==> src/rtl/spi_bridge_pkg.sv <==
// Shared definitions for the SPI-to-register-bus bridge: FSM states,
// command-byte bit positions and the default filler byte.
package spi_bridge_pkg;

    typedef enum logic [1:0] {
        ST_IDLE  = 2'd0,
        ST_CMD   = 2'd1,
        ST_WRITE = 2'd2,
        ST_READ  = 2'd3
    } state_e;

    localparam int RW_BIT  = 7;
    localparam int INC_BIT = 6;

    localparam logic [7:0] DEFAULT_DUMMY = 8'hA5;

endpackage

==> src/rtl/spi_reg_bridge.sv <==
// Decodes the SPI byte stream into single-cycle register-bus reads/writes
// with optional address auto-increment and a one-byte read pipeline.
module spi_reg_bridge
    import spi_bridge_pkg::*;
#(
    parameter int         ADDR_W     = 6,
    parameter logic [7:0] DUMMY_BYTE = DEFAULT_DUMMY
) (
    input  logic              clk,
    input  logic              rst,
    input  logic              ss,
    input  logic              spi_done,
    input  logic [7:0]        spi_data_out,
    output logic [7:0]        spi_data_in,
    output logic [ADDR_W-1:0] reg_addr,
    output logic [7:0]        reg_wdata,
    output logic              reg_we,
    output logic              reg_re,
    input  logic [7:0]        reg_rdata,
    output logic              busy,
    output logic [1:0]        dbg_state
);

    localparam logic [1:0] S_IDLE  = ST_IDLE;
    localparam logic [1:0] S_CMD   = ST_CMD;
    localparam logic [1:0] S_WRITE = ST_WRITE;
    localparam logic [1:0] S_READ  = ST_READ;

    logic [1:0]        r_state;
    logic              r_ss;
    logic              r_armed;
    logic              r_busy;
    logic              r_inc;
    logic [ADDR_W-1:0] r_addr;
    logic [7:0]        r_wdata;
    logic              r_we;
    logic              r_re;
    logic              r_re_d;
    logic [7:0]        r_spi_data_in;

    logic [1:0] w_state_nxt;
    logic       w_done_cmd;
    logic       w_issue_wr;
    logic       w_issue_rd;

    assign w_done_cmd = spi_done && (r_state == S_CMD);
    assign w_issue_wr = spi_done && (r_state == S_WRITE);
    assign w_issue_rd = spi_done && ((r_state == S_READ) ||
                                     (w_done_cmd && !spi_data_out[RW_BIT]));

    // A byte completing in the same cycle that ss rises is still decoded;
    // the ss override only decides where the FSM lands afterwards.
    always_comb begin
        w_state_nxt = r_state;
        case (r_state)
            S_IDLE:  if (!r_ss && r_armed) w_state_nxt = S_CMD;
            S_CMD:   if (spi_done) w_state_nxt = spi_data_out[RW_BIT] ? S_WRITE : S_READ;
            default: w_state_nxt = r_state;
        endcase
        if (r_ss) w_state_nxt = S_IDLE;
    end

    // r_armed blocks a frame that was already running when reset hit:
    // decoding resumes only after ss has been seen high.
    always_ff @(posedge clk) begin
        if (rst) begin
            r_state       <= S_IDLE;
            r_ss          <= 1'b0;
            r_armed       <= 1'b0;
            r_busy        <= 1'b0;
            r_inc         <= 1'b0;
            r_addr        <= '0;
            r_wdata       <= 8'h00;
            r_we          <= 1'b0;
            r_re          <= 1'b0;
            r_re_d        <= 1'b0;
            r_spi_data_in <= DUMMY_BYTE;
        end else begin
            r_ss    <= ss;
            r_armed <= r_armed | r_ss;
            r_busy  <= !r_ss && r_armed;
            r_state <= w_state_nxt;
            r_we    <= w_issue_wr;
            r_re    <= w_issue_rd;
            r_re_d  <= r_re;

            if (w_done_cmd) begin
                r_addr <= spi_data_out[ADDR_W-1:0];
                r_inc  <= spi_data_out[INC_BIT];
            end else if ((r_we || r_re) && r_inc) begin
                r_addr <= r_addr + 1'b1;
            end

            if (w_issue_wr) r_wdata <= spi_data_out;

            // Read data lands two cycles after the strobe; stale data is
            // dropped once the frame has ended.
            if (w_state_nxt == S_IDLE) begin
                r_spi_data_in <= DUMMY_BYTE;
            end else if (r_re_d && (r_state == S_READ)) begin
                r_spi_data_in <= reg_rdata;
            end
        end
    end

    assign spi_data_in = r_spi_data_in;
    assign reg_addr    = r_addr;
    assign reg_wdata   = r_wdata;
    assign reg_we      = r_we;
    assign reg_re      = r_re;
    assign busy        = r_busy;
    assign dbg_state   = r_state;

endmodule
==> config.mk <==
export PLATFORM = sky130hd
export DESIGN_NAME = spi_reg_bridge
export DESIGN_NICKNAME = d
export VERILOG_FILES = /design/src/rtl/spi_bridge_pkg.sv /design/src/rtl/spi_reg_bridge.sv
export SDC_FILE = /design/constraint.sdc
export NUM_CORES = 1
export LEC_CHECK = 0
export ABC_CLOCK_PERIOD_IN_PS = 1600
export BUFFER_PORTS_ARGS = -buffer_cell sky130_fd_sc_hd__buf_2
export CORE_MARGIN = 2
export CORE_UTILIZATION = 26
export DETAILED_ROUTE_END_ITERATION = 7
export HOLD_SLACK_MARGIN = 0.1
export PLACE_DENSITY_LB_ADDON = 0.25
export SLEW_MARGIN = 20
export SYNTH_ARGS = -nofsm -noshare
export SYNTH_HDL_FRONTEND = slang
export SYNTH_SLANG_ARGS = --single-unit
==> constraint.sdc <==
create_clock -name clk -period 1.6 [get_ports clk]
set_input_delay 0.24 -clock clk [delete_from_list [all_inputs] [get_ports clk]]
set_output_delay 0.24 -clock clk [all_outputs]
set_load 0.02 [all_outputs]
* Yosys cells after proc, flatten, opt, wreduce, memory -nomap -nowiden
Cells that the tools add are included.
** Storage, ports and cells
- Flip-flop bits (word level) :: 31
- Input bits :: 20
- Output and inout port bits :: 27
- Logic and storage cells :: 38
** Cells by class
- $add $sub $neg :: 1
- Eq/ne operators :: 3
- Multiplexer cells :: 7
- Bitwise logic cells :: 1
- Reductions and logical operators :: 15
** Operator list (number)
- $mux 6 :: 2
- $logic_and 1x1->1 :: 7
- $add 6x1->6 const B :: 1
- $mux 2 :: 3
- $eq 2x2->1 const B :: 2
- $logic_not 2->1 :: 2
- $pmux 2 s2 :: 1
- $eq 2x1->1 const B :: 1
- $logic_not 1->1 :: 2
- $logic_or 1x1->1 :: 2
- $reduce_bool 2->1 :: 1
- $reduce_or 2->1 :: 1
- $mux 1 :: 1
- $or 1x1->1 :: 1

* Logic depth before layout (Yosys ltp)
- Depth after elaboration :: 7
- Mapped depth :: 4
- Gate-level depth less buffers :: 4

* Least setup slack after synthesis
Ideal clock, no wire load.
- Path kind :: reg-to-reg
- Start :: register r_re, in the netlist reg_re
- End :: register r_addr[5], in the netlist reg_addr[5]
- Setup time :: 0.088 ns
- Data arrival time :: 1.345 ns
- Required time :: 1.512 ns
- Slack :: 0.167 ns
- Cell stages (with the launch flop) :: 4
- Path buffers :: 0
- Clock period less this slack :: 1.433 ns
- Cell sequence :: dfxtp_1 > o21ai_2 > or4_4 > a311oi_2
** Between the ends
- Word-level cells in the longest chain between the ends :: 3
** RTL lines
- from (decl) :: RTL line spi_reg_bridge.sv:37 : logic r_re;
- from (signal assigned) :: RTL line spi_reg_bridge.sv:84 : r_re <= w_issue_rd;
- $logic_or 1x1->1 :: RTL line spi_reg_bridge.sv:90 : end else if ((r_we || r_re) && r_inc) begin
- $logic_and 1x1->1 :: RTL line spi_reg_bridge.sv:90
- $reduce_bool 2->1 (no line)
- to (signal assigned) :: RTL line spi_reg_bridge.sv:88 : r_addr <= spi_data_out[ADDR_W-1:0];
- to (signal assigned) :: RTL line spi_reg_bridge.sv:91 : r_addr <= r_addr + 1'b1;
- to (decl) :: RTL line spi_reg_bridge.sv:34 : logic [ADDR_W-1:0] r_addr;
Every way passes these cells.
A chain may end at the register's enable or synchronous reset.

* Final worst setup path
- Start :: register r_addr[0], in the netlist reg_addr[0]
- End :: register r_addr[4], in the netlist reg_addr[4]
** Between the ends
- Word-level cells in the longest chain between the ends :: 3
** RTL lines
- $add 6x1->6 :: RTL line spi_reg_bridge.sv:91
- $mux 6 :: RTL line spi_reg_bridge.sv:90
- $mux 6 :: RTL line spi_reg_bridge.sv:87 : if (w_done_cmd) begin
Every way passes these cells. The select of a mux whose other input is x is not followed.

==> tab_implementation.tex <==
\begin{tabular}{lr}
\hline
Metric & Value \\
\hline
\multicolumn{2}{l}{\textbf{Floorplanning}} \\
Die X & 71.58 um \\
Number of rows in the core area & 24 \\
IO Count & 47 \\
Die Outline Area & 0.005124 mm\^{}2 \\
Core region area & between 0.004 and 0.005 mm\^{}2 \\
Starting density of the core & $\sim$27\% \\
Vertical die dimension & 71.58 um \\
\multicolumn{2}{l}{\textbf{Detailed routing}} \\
Met2 wire length & 1385 um \\
Initial detailed-routing violation count & 28 \\
Vias per cell & 4.385 \\
Routed length on met3 & 132 um \\
Met1 routed wirelength after detailed routing & 1207 um \\
Wirelength per Cell & between 10 and 15 um \\
Count of vias placed by the detailed router & $\sim$970 \\
Top sig layer & met4 \\
Antenna-violating nets left & 0 \\
Detailed-router iteration count before antenna repair & 4 \\
Number of DRC violations after detailed routing & 0 \\
Routed WL & 2752 um \\
\multicolumn{2}{l}{\textbf{Synthesis}} \\
Post-synthesis sequential element count & 31 \\
Cell count after synthesis & 117 \\
Mapped Avg Cell Area & about 10 um\^{}2 \\
Area of the mapped netlist & 0.001187 mm\^{}2 \\
Share of the yosys chip area belonging to registers & 52.27\% \\
Synth Net Count & 138 \\
Unique masters post-synth & 29 \\
Warnings from Yosys & 0 \\
\multicolumn{2}{l}{\textbf{STA}} \\
Final Max Slew Viols & 0 \\
Worst setup skew after layout & between 4 and 5 ps \\
Final critical delay including setup and external delays & 1352 ps \\
Count of endpoints failing setup in the final report & 0 \\
Unrepaired setup endpoints after global routing & no \\
Crit share post-route & 84.49\% \\
Hold violation count in the final report & 0 \\
Fmax achieved & 739.7 MHz \\
Worst slew margin relative to its limit & between 60\% and 70\% \\
Transition time at the pin with the least slew margin & 514.2 ps \\
Accumulated negative setup slack & 0 ps \\
\multicolumn{2}{l}{\textbf{Placed design}} \\
Routability congestion estimate & approximately 0.75 \\
Dpl hpwl & 2080 um \\
Number of I/O port buffers & 46 \\
Placed cells & 213 \\
\multicolumn{2}{l}{\textbf{Pwr}} \\
Switching share of power & 21.66\% \\
Leakage power figure & 0.8024 nW \\
Proportion of power drawn by combinational gates & 6.9\% \\
Internal power consumption & 0.001227 W \\
Sequential fraction of design power & 51.4\% \\
PwrDens & between 900 and 1000 mW/mm\^{}2 \\
Net load switching power & roughly 0.00034 W \\
Clk network pwr share & a little over two fifths \\
Peak supply drop & 0.3655 mV \\
\multicolumn{2}{l}{\textbf{Finish}} \\
Most frequent cells in the layout & sky130\_fd\_sc\_hd\_\_buf\_2 (46), sky130\_fd\_sc\_hd\_\_dfxtp\_1 (31), sky130\_fd\_sc\_hd\_\_nor2\_1 (19), sky130\_fd\_sc\_hd\_\_mux2i\_1 (18), sky130\_fd\_sc\_hd\_\_clkbuf\_8 (7) \\
Post-layout nets & 189 \\
Multi-input gate area & around 540 um\^{}2 \\
Syn-to-layout area delta & 33.09\% \\
Most common cell after layout, fill and taps aside & sky130\_fd\_sc\_hd\_\_buf\_2 \\
FF/Latch Area & roughly 620 um\^{}2 \\
Fin cells & 221 \\
Count of filler cells inserted in the layout & 456 \\
Fraction of layout instances using a drive strength above 1 & 35.50\% \\
ANT cells & 0 \\
\multicolumn{2}{l}{\textbf{Global route}} \\
Largest net degree at the start of global routing & 21 \\
Wire length of the first global-routing pass & around 4500 um \\
Number of global-route vias before repair & 900 \\
Gr ovfl total & 0 \\
Global-route total usage across every layer & 11.49\% \\
Initial antenna violation count & 0 \\
\multicolumn{2}{l}{\textbf{Clock network}} \\
Clk slew on worst S/H paths & about 60 ps \\
Root buffer cell & sky130\_fd\_sc\_hd\_\_clkbuf\_8 \\
Clock latency reported for the late side of the worst-skew pair & 270 ps \\
Gates resized, CTS repair & 0 \\
Total clock sinks & 31 \\
Buffers inserted during post-CTS setup optimization & 0 \\
Clock tree from TritonCTS & done \\
Quantity of hold-fixing buffers added after cts & 0 \\
H-tree levels & 2 \\
Number of clock buffers inserted by TritonCTS & 5 \\
Max Root-Sink Buffers & 2 \\
\multicolumn{2}{l}{\textbf{Critical path}} \\
Critical path class & reg2reg \\
Crit-path max FO & 5 \\
Type of element launching the critical path & flop \\
Critical path capture point type & flop \\
Data arrival time of the critical path & 1540 ps \\
Worst path required time & 1790 ps \\
\multicolumn{2}{l}{\textbf{Hold path}} \\
Hold Crit Class & in2reg \\
\multicolumn{2}{l}{\textbf{Status}} \\
Outcome & finished, final reports clean \\
\multicolumn{2}{l}{\textbf{Run}} \\
Max capacitance violation total & 0 \\
\hline
\end{tabular}
kinds of logic after synthesis:
family / Yosys count / synth area share [%]
AOI/OAI and AO/OA: 21 / 11.91
xor gates and xnor gates: 2 / 1.476
adders and majority gates: 1 / 1.054
buffers and inverters: 6 / 2.107
DFF: 31 / 52.27
muxes: 18 / 15.17
and+or+nand+nor: 38 / 16.02
worst max-delay path: stages (launching register included):
cell,delay [ps]
sky130_fd_sc_hd__dfxtp_1,400
sky130_fd_sc_hd__ha_1,170
sky130_fd_sc_hd__o211ai_1,120
sky130_fd_sc_hd__or3_1,330
sky130_fd_sc_hd__a311oi_1,240
power groups by stage:
stage / Clock, W / Sequential (W) / Combinational [W]
after floorplan: 0 / 0.000834 / 0.0000432
after global placement: 0 / 0.000821 / 0.000108
after detailed placement: 0 / 0.000821 / 0.000110
after CTS: 0.000681 / 0.000804 / 0.000110
after global routing: 0.000724 / 0.000807 / 0.000120
final: 0.000653 / 0.000804 / 0.000108
Yosys cell counts (all sizes together):
cell type	count	area share (%)
a211oi	3	1.9
a21oi	5	2.1
a311oi	3	2.7
and2	1	0.53
buf	2	0.84
clkbuf	2	0.63
clkinv	1	0.32
dfxtp	31	52
ha	1	1.1
inv	1	0.32
mux2i	18	15
nand2	3	0.95
nand2b	1	0.53
nand3	3	1.3
nand3b	2	1.3
nand4b	1	0.74
nor2	19	6.0
nor2b	4	2.3
nor3	1	0.42
o211ai	2	1.3
o21ai	7	3.3
o31ai	1	0.63
or3	2	1.1
or4	1	0.95
xor2	2	1.5
area by class of cell:
type                    instances  share of cell area (%)
flip-flops and latches         31                   39.27
repair buffers                 48                   15.52
multi-input cells              80                   34.28
clock buffers                   8                   6.334
inverters                       2                  0.4751
well taps                      52                   4.117
per-layer routing:
metal,vias to the layer above,GRT usage [%]
met3,2,5.485
met2,15,18.52
met4,0,5.031
li1,511,-
met1,441,12.93
met5,-,0
through the flow:
step	area (um^2)	util [%]	hold WS (ps)	total power (W)	worst slack, ps
3_5_place_dp	1480	33.76	453.1	0.0009308	226.5
2_1_floorplan	1187	-	368.2	0.0008774	166.9
4_1_cts	1580	36.04	181.6	0.001595	232.3
5_1_grt	1580	36.04	180.4	0.001651	125.8
3_3_place_gp	1480	33.76	455.6	0.0009286	271.2
6_report	1580	36.04	192.3	0.001566	248.2
flip-flops by register name, summed over array words and instances, names as in the netlist:
name and flops:
reg_re 1, dbg_state 2, r_inc 1, busy 1, r_ss 1, r_armed 1, reg_wdata 8, reg_addr 6
spi_data_in 8, reg_we 1, r_re_d 1
worst paths after layout:
kind           startpoint              to  slack (ps)  cells after the start
max reg2reg   reg_addr[0]     reg_addr[4]         250                      4
max           reg_addr[0]     reg_addr[4]         250                      4
min reg2reg       r_armed            busy         490                      1
min          reg_rdata[0]  spi_data_in[0]         190                      3
(Power assumes the default switching activity.)
